===== src/rtl/axi_lite_master_interface.sv =====
// AXI4-Lite master bridge: one outstanding request/response transaction mapped onto AW/W/B or AR/R,
// with a per-state timeout that answers SLVERR when the slave hangs.
module axi_lite_master_interface #(
    parameter int ADDR_WIDTH      = 32,
    parameter int DATA_WIDTH      = 32,
    parameter int TRANS_W_STRB_W  = 4,
    parameter int TRANS_WR_RESP_W = 2,
    parameter int TRANS_PROT      = 3,
    parameter int TIMEOUT_CYCLES  = 16
) (
    input  logic                       clk_i,
    input  logic                       rst_i,
    input  logic                       i_req_valid,
    output logic                       o_req_ready,
    input  logic                       i_req_write,
    input  logic [ADDR_WIDTH-1:0]      i_req_addr,
    input  logic [TRANS_PROT-1:0]      i_req_prot,
    input  logic [DATA_WIDTH-1:0]      i_req_wdata,
    input  logic [TRANS_W_STRB_W-1:0]  i_req_wstrb,
    output logic                       o_rsp_valid,
    input  logic                       i_rsp_ready,
    output logic [DATA_WIDTH-1:0]      o_rsp_rdata,
    output logic [TRANS_WR_RESP_W-1:0] o_rsp_resp,
    output logic                       o_rsp_timeout,
    output logic [ADDR_WIDTH-1:0]      o_axi_awaddr,
    output logic [TRANS_PROT-1:0]      o_axi_awprot,
    output logic                       o_axi_awvalid,
    input  logic                       i_axi_awready,
    output logic [DATA_WIDTH-1:0]      o_axi_wdata,
    output logic [TRANS_W_STRB_W-1:0]  o_axi_wstrb,
    output logic                       o_axi_wvalid,
    input  logic                       i_axi_wready,
    input  logic [TRANS_WR_RESP_W-1:0] i_axi_bresp,
    input  logic                       i_axi_bvalid,
    output logic                       o_axi_bready,
    output logic [ADDR_WIDTH-1:0]      o_axi_araddr,
    output logic [TRANS_PROT-1:0]      o_axi_arprot,
    output logic                       o_axi_arvalid,
    input  logic                       i_axi_arready,
    input  logic [DATA_WIDTH-1:0]      i_axi_rdata,
    input  logic [TRANS_WR_RESP_W-1:0] i_axi_rresp,
    input  logic                       i_axi_rvalid,
    output logic                       o_axi_rready
);

    localparam int CNT_W = (TIMEOUT_CYCLES > 1) ? $clog2(TIMEOUT_CYCLES) : 1;
    localparam logic [CNT_W-1:0] CNT_ZERO = CNT_W'(0);
    localparam logic [CNT_W-1:0] CNT_ONE  = CNT_W'(1);
    localparam logic [CNT_W-1:0] CNT_LAST = CNT_W'((TIMEOUT_CYCLES > 0) ? (TIMEOUT_CYCLES - 1) : 0);
    localparam logic             TMO_EN   = (TIMEOUT_CYCLES != 0);
    localparam logic [TRANS_WR_RESP_W-1:0] RESP_SLVERR = TRANS_WR_RESP_W'(2);
    localparam logic [DATA_WIDTH-1:0]      DATA_ZERO   = {DATA_WIDTH{1'b0}};

    typedef enum logic [2:0] {
        ST_IDLE    = 3'd0,
        ST_WR_AW_W = 3'd1,
        ST_WR_B    = 3'd2,
        ST_RD_AR   = 3'd3,
        ST_RD_R    = 3'd4,
        ST_RSP     = 3'd5
    } state_t;

    state_t                       state_r, state_next_s;
    logic [CNT_W-1:0]             cnt_r, cnt_next_s;
    logic                         aw_done_r, aw_done_next_s;
    logic                         w_done_r, w_done_next_s;
    logic                         req_ready_r, req_ready_next_s;
    logic                         awvalid_r, awvalid_next_s;
    logic                         wvalid_r, wvalid_next_s;
    logic                         bready_r, bready_next_s;
    logic                         arvalid_r, arvalid_next_s;
    logic                         rready_r, rready_next_s;
    logic [ADDR_WIDTH-1:0]        addr_r, addr_next_s;
    logic [TRANS_PROT-1:0]        prot_r, prot_next_s;
    logic [DATA_WIDTH-1:0]        wdata_r, wdata_next_s;
    logic [TRANS_W_STRB_W-1:0]    wstrb_r, wstrb_next_s;
    logic                         rsp_valid_r, rsp_valid_next_s;
    logic [DATA_WIDTH-1:0]        rsp_rdata_r, rsp_rdata_next_s;
    logic [TRANS_WR_RESP_W-1:0]   rsp_resp_r, rsp_resp_next_s;
    logic                         rsp_timeout_r, rsp_timeout_next_s;
    logic                         aw_all_s, w_all_s, expire_s, abort_s;

    // A channel counts as done if it finished earlier or handshakes this cycle.
    assign aw_all_s = aw_done_r | (awvalid_r & i_axi_awready);
    assign w_all_s  = w_done_r  | (wvalid_r  & i_axi_wready);
    assign expire_s = TMO_EN & (cnt_r == CNT_LAST);

    assign o_req_ready   = req_ready_r;
    assign o_rsp_valid   = rsp_valid_r;
    assign o_rsp_rdata   = rsp_rdata_r;
    assign o_rsp_resp    = rsp_resp_r;
    assign o_rsp_timeout = rsp_timeout_r;
    assign o_axi_awaddr  = addr_r;
    assign o_axi_awprot  = prot_r;
    assign o_axi_awvalid = awvalid_r;
    assign o_axi_wdata   = wdata_r;
    assign o_axi_wstrb   = wstrb_r;
    assign o_axi_wvalid  = wvalid_r;
    assign o_axi_bready  = bready_r;
    assign o_axi_araddr  = addr_r;
    assign o_axi_arprot  = prot_r;
    assign o_axi_arvalid = arvalid_r;
    assign o_axi_rready  = rready_r;

    // Next-state and next-output decode; every output is computed here and registered below.
    always_comb begin
        state_next_s       = state_r;
        cnt_next_s         = cnt_r;
        aw_done_next_s     = aw_done_r;
        w_done_next_s      = w_done_r;
        req_ready_next_s   = req_ready_r;
        awvalid_next_s     = awvalid_r;
        wvalid_next_s      = wvalid_r;
        bready_next_s      = bready_r;
        arvalid_next_s     = arvalid_r;
        rready_next_s      = rready_r;
        addr_next_s        = addr_r;
        prot_next_s        = prot_r;
        wdata_next_s       = wdata_r;
        wstrb_next_s       = wstrb_r;
        rsp_valid_next_s   = rsp_valid_r;
        rsp_rdata_next_s   = rsp_rdata_r;
        rsp_resp_next_s    = rsp_resp_r;
        rsp_timeout_next_s = rsp_timeout_r;
        abort_s            = 1'b0;

        case (state_r)
            ST_IDLE: begin
                if (i_req_valid) begin
                    addr_next_s      = i_req_addr;
                    prot_next_s      = i_req_prot;
                    wdata_next_s     = i_req_wdata;
                    wstrb_next_s     = i_req_wstrb;
                    aw_done_next_s   = 1'b0;
                    w_done_next_s    = 1'b0;
                    req_ready_next_s = 1'b0;
                    if (i_req_write) begin
                        state_next_s   = ST_WR_AW_W;
                        awvalid_next_s = 1'b1;
                        wvalid_next_s  = 1'b1;
                    end else begin
                        state_next_s   = ST_RD_AR;
                        arvalid_next_s = 1'b1;
                    end
                end else begin
                    req_ready_next_s = 1'b1;
                end
            end
            ST_WR_AW_W: begin
                if (aw_all_s && w_all_s) begin
                    state_next_s   = ST_WR_B;
                    awvalid_next_s = 1'b0;
                    wvalid_next_s  = 1'b0;
                    bready_next_s  = 1'b1;
                end else if (expire_s) begin
                    abort_s = 1'b1;
                end else begin
                    awvalid_next_s = ~aw_all_s;
                    wvalid_next_s  = ~w_all_s;
                    aw_done_next_s = aw_all_s;
                    w_done_next_s  = w_all_s;
                end
            end
            ST_WR_B: begin
                if (bready_r && i_axi_bvalid) begin
                    state_next_s       = ST_RSP;
                    bready_next_s      = 1'b0;
                    rsp_valid_next_s   = 1'b1;
                    rsp_rdata_next_s   = DATA_ZERO;
                    rsp_resp_next_s    = i_axi_bresp;
                    rsp_timeout_next_s = 1'b0;
                end else if (expire_s) begin
                    abort_s = 1'b1;
                end else begin
                    bready_next_s = 1'b1;
                end
            end
            ST_RD_AR: begin
                if (arvalid_r && i_axi_arready) begin
                    state_next_s   = ST_RD_R;
                    arvalid_next_s = 1'b0;
                    rready_next_s  = 1'b1;
                end else if (expire_s) begin
                    abort_s = 1'b1;
                end else begin
                    arvalid_next_s = 1'b1;
                end
            end
            ST_RD_R: begin
                if (rready_r && i_axi_rvalid) begin
                    state_next_s       = ST_RSP;
                    rready_next_s      = 1'b0;
                    rsp_valid_next_s   = 1'b1;
                    rsp_rdata_next_s   = i_axi_rdata;
                    rsp_resp_next_s    = i_axi_rresp;
                    rsp_timeout_next_s = 1'b0;
                end else if (expire_s) begin
                    abort_s = 1'b1;
                end else begin
                    rready_next_s = 1'b1;
                end
            end
            ST_RSP: begin
                if (i_rsp_ready) begin
                    state_next_s     = ST_IDLE;
                    rsp_valid_next_s = 1'b0;
                    req_ready_next_s = 1'b1;
                end else begin
                    rsp_valid_next_s = 1'b1;
                end
            end
            default: begin
                state_next_s     = ST_IDLE;
                req_ready_next_s = 1'b1;
                awvalid_next_s   = 1'b0;
                wvalid_next_s    = 1'b0;
                bready_next_s    = 1'b0;
                arvalid_next_s   = 1'b0;
                rready_next_s    = 1'b0;
                rsp_valid_next_s = 1'b0;
            end
        endcase

        // Hung slave: abandon the AXI side immediately, even mid-handshake, and answer SLVERR.
        if (abort_s) begin
            state_next_s       = ST_RSP;
            awvalid_next_s     = 1'b0;
            wvalid_next_s      = 1'b0;
            bready_next_s      = 1'b0;
            arvalid_next_s     = 1'b0;
            rready_next_s      = 1'b0;
            rsp_valid_next_s   = 1'b1;
            rsp_rdata_next_s   = DATA_ZERO;
            rsp_resp_next_s    = RESP_SLVERR;
            rsp_timeout_next_s = 1'b1;
            cnt_next_s         = CNT_ZERO;
        end else if (state_next_s != state_r) begin
            cnt_next_s = CNT_ZERO;
        end else if ((state_r == ST_IDLE) || (state_r == ST_RSP)) begin
            cnt_next_s = cnt_r;
        end else begin
            cnt_next_s = cnt_r + CNT_ONE;
        end
    end

    // FSM state, timeout counter and per-channel completion flags.
    always_ff @(posedge clk_i) begin
        if (rst_i) begin
            state_r   <= ST_IDLE;
            cnt_r     <= CNT_ZERO;
            aw_done_r <= 1'b0;
            w_done_r  <= 1'b0;
        end else begin
            state_r   <= state_next_s;
            cnt_r     <= cnt_next_s;
            aw_done_r <= aw_done_next_s;
            w_done_r  <= w_done_next_s;
        end
    end

    // Registered AXI, request-ready and response outputs.
    always_ff @(posedge clk_i) begin
        if (rst_i) begin
            req_ready_r   <= 1'b1;
            awvalid_r     <= 1'b0;
            wvalid_r      <= 1'b0;
            bready_r      <= 1'b0;
            arvalid_r     <= 1'b0;
            rready_r      <= 1'b0;
            addr_r        <= {ADDR_WIDTH{1'b0}};
            prot_r        <= {TRANS_PROT{1'b0}};
            wdata_r       <= DATA_ZERO;
            wstrb_r       <= {TRANS_W_STRB_W{1'b0}};
            rsp_valid_r   <= 1'b0;
            rsp_rdata_r   <= DATA_ZERO;
            rsp_resp_r    <= {TRANS_WR_RESP_W{1'b0}};
            rsp_timeout_r <= 1'b0;
        end else begin
            req_ready_r   <= req_ready_next_s;
            awvalid_r     <= awvalid_next_s;
            wvalid_r      <= wvalid_next_s;
            bready_r      <= bready_next_s;
            arvalid_r     <= arvalid_next_s;
            rready_r      <= rready_next_s;
            addr_r        <= addr_next_s;
            prot_r        <= prot_next_s;
            wdata_r       <= wdata_next_s;
            wstrb_r       <= wstrb_next_s;
            rsp_valid_r   <= rsp_valid_next_s;
            rsp_rdata_r   <= rsp_rdata_next_s;
            rsp_resp_r    <= rsp_resp_next_s;
            rsp_timeout_r <= rsp_timeout_next_s;
        end
    end

endmodule


===== config.mk =====
export PLATFORM = sky130hd
export DESIGN_NAME = axi_lite_master_interface
export DESIGN_NICKNAME = d
export VERILOG_FILES = /design/src/rtl/axi_lite_master_interface.sv
export SDC_FILE = /design/constraint.sdc
export NUM_CORES = 1
export LEC_CHECK = 0
export BUFFER_PORTS_ARGS = -buffer_cell sky130_fd_sc_hd__buf_2
export CORE_ASPECT_RATIO = 0.9
export CORE_UTILIZATION = 27
export CTS_CLUSTER_DIAMETER = 100
export DETAILED_ROUTE_END_ITERATION = 8
export PLACE_DENSITY = 0.52
export SLEW_MARGIN = 20
export SYNTH_ARGS = -nofsm -noshare
export SYNTH_HDL_FRONTEND = slang
export SYNTH_SLANG_ARGS = --single-unit

===== constraint.sdc =====
create_clock -name clk_i -period 1.8 [get_ports clk_i]
set_input_delay 0.09 -clock clk_i [delete_from_list [all_inputs] [get_ports clk_i]]
set_output_delay 0.09 -clock clk_i [all_outputs]
set_load 0.1 [all_outputs]

==> results.py, run 1 <==
metrics = {
    "grt": {
        "grtUsageMet1_pct": 20.7,
        "grt.busiest_layer": "met2",
        "grt_pass1_wl_um": 26200,
        "met3_usage_pct": 4.13,
        "use_met2_pct": 28.1,
        "grt.total_usage_pct": 16.8,
        "grt_max_degree": 73,
        "antenna_found_initial": 0,
        "grt_overflow_total": 0,
        "grt_pass1_vias": 5137,
    },
    "route": {
        "drt-initial-drc-count": 275,
        "post-route-drc-count": 0,
        "drt_wl_total_um": 15900,
        "firstDrtPassIters": 4,
        "num_vias": 5380,
        "via_per_inst": 4.46,
        "antenna_left": 0,
        "wl_per_cell_um": 13.2,
    },
    "power": {
        "p_per_area_nw_per_um2": 1150,
        "finalPower_w": 0.00930,
        "peakVddDrop_v": 0.000592,
        "p_leak_nw": 3.67,
    },
    "synthesis": {
        "synth.distinct_cells": 47,
        "yosysMostFrequentCell": "nand2_1",
        "synthFlopType": "dfxtp_1",
        "synth_compound_area_share_pct": 17.7,
        "yosys_warnings": 0,
        "synth_area_per_cell_um2": 8.09,
        "ys_top_cells_by_area": "dfxtp_1 (49%), nand2_1 (14%), a21oi_1 (11%)",
        "synthArstFlopShare_pct": 0,
        "muxShareOfSynthArea_pct": 0.599,
        "synth_xor_area_share_pct": 0.698,
        "synth_fa_ha_area_share_pct": 0.249,
        "synth_area_um2": 5020,
        "synth-seq-area-share_pct": 48.7,
        "synth_top_cell_area_share_pct": 48.7,
        "synth_top_family_by_area": "simple AND/OR/NAND/NOR gates",
        "netlist.top_cell.by_area": "dfxtp_1",
        "ys_ff_latch": 122,
        "synth_fp_nets": 738,
        "synth-edff-count": 0,
        "synth.top_cells.by_count": "nand2_1 (185), dfxtp_1 (122), a21oi_1 (112)",
        "synthCells": 620,
        "synth-simple-area-share_pct": 21.7,
    },
    "run": {
        "maxCapViolations": 0,
    },
    "placement": {
        "io_buffers": 264,
        "place_hpwl_um": 10400,
        "routabilityCongestion": 0.784,
        "dpl_cell_area_um2": 6450,
    },
    "clock_network": {
        "root_buffer": "clkbuf_16",
        "path_clk_slew_ns": 0.06,
        "cts_buffers": 17,
        "clock_latency_ns": 0.41,
        "post-cts-setup-buffers": 0,
        "ctsLongestPathBuffers": 2,
        "cts_tree": "done",
        "clock-sinks": 122,
        "htreeDepth": 4,
    },
    "layout": {
        "fin_util_pct": 45.2,
        "num_antenna_cells": 0,
        "design_area_um2": 8100,
        "drive_above_1_share_pct": 35.6,
        "area_delta_synth_final_pct": 61.3,
        "nets": 1071,
        "fill_cells": 1779,
    },
    "setup_path": {
        "crit_arrival_ns": 2.01,
        "path_common_cell": "buf_12",
        "crit_path_cell_trace": "buf_12 -> or3b_1 -> o32ai_4 -> buf_12 -> nand3_1 -> a21oi_1",
        "regToRegSetupSlack_ns": 0.13,
        "critical_path.top_delay_family": "simple AND/OR/NAND/NOR gates",
        "worstPathRequired_ns": 2.14,
        "endpoint_kind": "flip-flop",
        "rr_startpoint": "state_r[0]",
        "cp.buffers_inverters": 2,
        "crit_slowest_cell": "or3b_1",
        "path_max_fanout": 29,
        "cp-startpoint": "state_r[0]",
        "worstSetupPathType": "reg2reg",
        "slowest_delay_ns": 0.43,
        "startpoint_type": "flip-flop",
    },
    "timing": {
        "hold_violations": 0,
        "finalSetupViolCount": 0,
        "tns_ns": 0,
        "fin_crit_sh_pct": 93.0,
        "fmax_ghz": 0.597,
        "rsz0062_at_grt": "no",
        "min_period_ns": 1.67,
        "drv_slew": 0,
        "max_slew_margin_pct": 65.3,
        "fin_skew_ns": 0.0121,
        "worst_pin_slew_ns": 0.524,
    },
    "die": {
        "dieWidth_um": 146,
        "num_rows": 46,
        "design.core.area_um2": 17900,
        "die-area_um2": 19100,
        "ios": 265,
        "initial_core_util_pct": 28.0,
        "die_height_um": 131,
    },
    "min_path": {
        "min-delay-start": "i_axi_wready",
        "hold_class": "in2reg",
    },
    "run_status": {
        "outcome": "completed",
    },
}
[sequential cells by signal, summed over array words and instances, names as in the netlist, 2 cells and up]
signal,count
state_r,3
o_axi_araddr,32
o_axi_wstrb,4
o_rsp_resp,2
cnt_r,4
o_axi_arprot,3
o_axi_wdata,32
o_rsp_rdata,32
[path summary, 6_finish.rpt]
| check | endpoint | cells past startpoint |
|---|---|---|
| setup / recovery | o_rsp_rdata[15] | 6 |
| hold / removal | w_done_r | 3 |
| setup reg to reg | o_rsp_rdata[15] | 6 |
| hold reg to reg | o_rsp_rdata[13] | 2 |
[kinds of logic (layout without fill, tap and decap cells)]
group	Yosys count	in the layout
XOR/XNOR	4	4
AO/OA/AOI/OAI	151	151
buffers and inverters	83	429
flip-flops	122	122
multiplexers	3	3
AND/OR/NAND/NOR	256	256
adder cells (fa/ha/maj)	1	1
[layout by cell type (no fill, tap or decap), types with 2 or more instances in the layout]
cell,Yosys,final
a41oi_1,2,2
dfxtp_2,0,4
dfxtp_4,0,2
dfxtp_1,122,116
nand3_1,36,36
clkinv_4,0,5
and2_1,3,2
a221oi_2,2,2
nor3_2,0,2
a31oi_1,7,7
nor3_1,8,6
mux2i_1,3,3
buf_2,14,264
a21oi_1,112,111
clkbuf_16,0,17
buf_12,0,8
dlygate4sd3_1,0,104
nand2b_1,4,4
o211a_1,2,2
o21bai_1,3,3
o21ai_0,7,7
nand2_1,185,184
bufinv_16,0,2
buf_4,39,18
o21a_1,3,3
inv_1,3,3
xor2_1,3,3
nor3b_1,3,2
clkinvlp_4,0,3
nor2_1,9,9
clkinv_2,0,2
[through the flow]
stage | std cells | setup slack (ns) | hold slack, ns
finish | 1206 | 0.126 | 0.0321
global route | 1206 | 0.000402 | 0.0468
CTS | 1206 | 0.00143 | 0.0253
detailed placement | 1070 | 0.0251 | 0.336
global placement | 1070 | 0.0983 | 0.333
floorplan | 620 | 0.0439 | 0.226
[where the power goes]
group / leakage, nW / total [W] / internal [W] / switching [W]
registers: 0.998 / 0.00299 / 0.00288 / 0.000113
clock network: 0.280 / 0.00337 / 0.00208 / 0.00128
logic: 2.39 / 0.00294 / 0.000665 / 0.00228
[worst register-to-register path: stages, from the launching register on]
cell,delay [ns]
dfxtp_1,0.35
buf_12,0.17
or3b_1,0.44
o32ai_4,0.16
buf_12,0.22
nand3_1,0.11
a21oi_1,0.16
[timing repair]
item                                    in CTS  in global routing
endpoints found under the setup margin       0                 98
hold buffers                               104                  0
gates resized for setup                      0                  5
endpoints found under the hold margin      104                  0
[per-layer routing]
metal / part of all wire (%) / vias up
met4: 1.8 / 0
met3: 4.5 / 21
met1: 45 / 2485
met5: 0 / -
met2: 49 / 156
li1: - / 2718
[area by class of cell]
cell class / count / area, µm² / area share (%)
inverter: 3 / 11.3 / 0.139
clock buffer: 19 / 443 / 5.47
tap: 240 / 300 / 3.71
multi-input combinational: 415 / 2080 / 25.7
timing repair buffer: 394 / 2660 / 32.8
clock inverter: 13 / 145 / 1.79
sequential: 122 / 2450 / 30.3
Power figures use the tool's default switching activity.
==> run 2: changes to the inputs <==
--- a/config.mk
+++ b/config.mk
@@ -10,6 +10,8 @@
 export CORE_UTILIZATION = 27
 export CTS_CLUSTER_DIAMETER = 100
 export DETAILED_ROUTE_END_ITERATION = 8
+export GPL_TIMING_DRIVEN = 0
+export HOLD_SLACK_MARGIN = 0.02
 export PLACE_DENSITY = 0.52
 export SLEW_MARGIN = 20
 export SYNTH_ARGS = -nofsm -noshare
==> run 2 against run 1 <==
- clock skew down 0.0054 ns
- critical path depth up 1
- global-route usage up 1.6 points
- via count up 4.1%
- register-to-register slack worse by 0.05 ns
- hold slack better by 0.018 ns
- cell area up 4.6%
- critical endpoint is now o_rsp_valid
==> results.py, run 2 (synthesis results as in run 1) <==
metrics = {
    "run_status": {
        "outcome": "completed",
    },
    "setup_path": {
        "crit_path_cell_trace": "buf_6 -> nor2_1 -> a32oi_2 -> a31o_2 -> buf_4 -> buf_4 -> a211oi_1",
        "endpoint_kind": "flip-flop",
        "worstSetupPathType": "reg2reg",
        "path_max_fanout": 10,
        "slowest_delay_ns": 0.34,
        "rr_startpoint": "state_r[0]",
        "cp-startpoint": "state_r[0]",
        "worstPathRequired_ns": 2.13,
        "crit_slowest_cell": "dfxtp_2",
        "crit_arrival_ns": 2.06,
        "startpoint_type": "flip-flop",
        "path_common_cell": "buf_4",
    },
    "timing": {
        "max_slew_margin_pct": 61.2,
        "hold_violations": 0,
        "finalSetupViolCount": 0,
        "min_period_ns": 1.72,
        "fmax_ghz": 0.581,
        "drv_slew": 0,
        "worst_pin_slew_ns": 0.582,
        "fin_ws_ns": 0.0782,
        "fin_crit_sh_pct": 95.7,
        "hold_slack_ns": 0.0498,
        "fin_skew_ns": 0.00663,
    },
    "route": {
        "firstDrtPassIters": 4,
        "antenna_left": 0,
        "drt-initial-drc-count": 160,
        "via_per_inst": 4.43,
        "num_vias": 5602,
        "drt_wl_total_um": 17500,
        "wl_per_cell_um": 13.8,
        "post-route-drc-count": 0,
    },
    "run": {
        "maxCapViolations": 0,
    },
    "placement": {
        "routabilityCongestion": 0.777,
        "io_buffers": 263,
        "place_hpwl_um": 11800,
        "pre_cts_slack_ns": -0.215,
    },
    "min_path": {
        "hold_class": "in2reg",
        "min-delay-start": "i_axi_rresp[0]",
    },
    "layout": {
        "fin_util_pct": 47.3,
        "nets": 1131,
        "area_delta_synth_final_pct": 68.8,
        "num_antenna_cells": 0,
        "drive_above_1_share_pct": 38.0,
        "final_cell_mix": "buf_2 (272), nand2_1 (184), dfxtp_1 (115)",
        "final_common_cell": "buf_2",
    },
    "power": {
        "swShare_pct": 38.1,
        "combPwrFrac_pct": 31.8,
        "p_seq_share_pct": 31.2,
        "pwr-share-clk_pct": 37.1,
        "p_per_area_nw_per_um2": 1140,
        "p_switching_w": 0.00367,
        "internal-power_w": 0.00595,
        "peakVddDrop_v": 0.000675,
        "p_leak_nw": 3.92,
    },
    "grt": {
        "grt_overflow_total": 0,
        "antenna_found_initial": 0,
        "grt.total_usage_pct": 18.4,
        "grt_pass1_vias": 5517,
        "grt_pass1_wl_um": 28200,
        "grt_max_degree": 17,
    },
    "clock_network": {
        "htreeDepth": 4,
        "ctsLongestPathBuffers": 2,
        "root_buffer": "clkbuf_16",
        "path_clk_slew_ns": 0.05,
        "clock-sinks": 122,
        "cts_buffers": 17,
        "clock_latency_ns": 0.42,
        "cts_tree": "done",
    },
    "die": {
        "initial_core_util_pct": 28.0,
        "die-area_um2": 19100,
        "dieWidth_um": 146,
        "design.core.area_um2": 17900,
        "ios": 265,
        "die_height_um": 131,
        "num_rows": 46,
    },
}
==> run 2: per-layer routing <==
metal / up-vias / track usage (%) / wire [µm]
li1: 2834 / - / -
met1: 2580 / 22.3 / 7800
met2: 164 / 31.3 / 8550
met3: 24 / 4.93 / 830
met4: 0 / 6.26 / 279
met5: - / 0 / 0
==> run 2: cell type report <==
cell class              count  area [µm²]
multi-input cells         415        2120
inverters                   3        11.3
fillers                  1764        9430
plain buffers              80         546
repair buffers            374        2420
clock inverters             8         115
clock buffers              22         495
flip-flops and latches    122        2460
well taps                 240         300
==> run 2: worst paths after layout <==
path                                   endpoint  slack (ns)  cells past startpoint
worst max-delay path                o_rsp_valid        0.08                      7
worst min-delay path              o_rsp_resp[0]        0.05                      3
worst max register to register      o_rsp_valid        0.08                      7
worst min register to register  o_rsp_rdata[29]        0.45                      2
==> run 2: timing repair <==
action,4_1_cts,5_1_grt
setup buffers,5,1
cloned,0,0
hold endpoints to repair,105,0
resized for setup,13,21
hold buffers,105,0
endpoints found under the setup margin,116,107
pin swaps,2,6
==> run 2: power groups by stage <==
stage | Sequential, W | Combinational (W) | Clock (W)
floorplan | 0.00419 | 0.00115 | 0
global placement | 0.00305 | 0.00283 | 0
detailed placement | 0.00305 | 0.00283 | 0
CTS | 0.00300 | 0.00304 | 0.00363
global route | 0.00303 | 0.00320 | 0.00376
finish | 0.00300 | 0.00305 | 0.00356
==> run 2: worst max-delay path: cells and delay by family (launching register included) <==
family / cells / cell delay, ns
simple gates: 1 / 0.22
compound gates: 3 / 0.62
buf+inv: 3 / 0.45
flops: 1 / 0.34
==> run 2: metrics by stage <==
stage,TNS [ns],std cells,total power [W],instance area [µm²]
after CTS,0,1263,0.00967,8400
after global placement,-12.96,1123,0.00588,6650
after global routing,-0.0547,1264,0.00999,8470
final,0,1264,0.00962,8470
after floorplan,0,620,0.00534,5030
after detailed placement,-12.86,1123,0.00588,6650
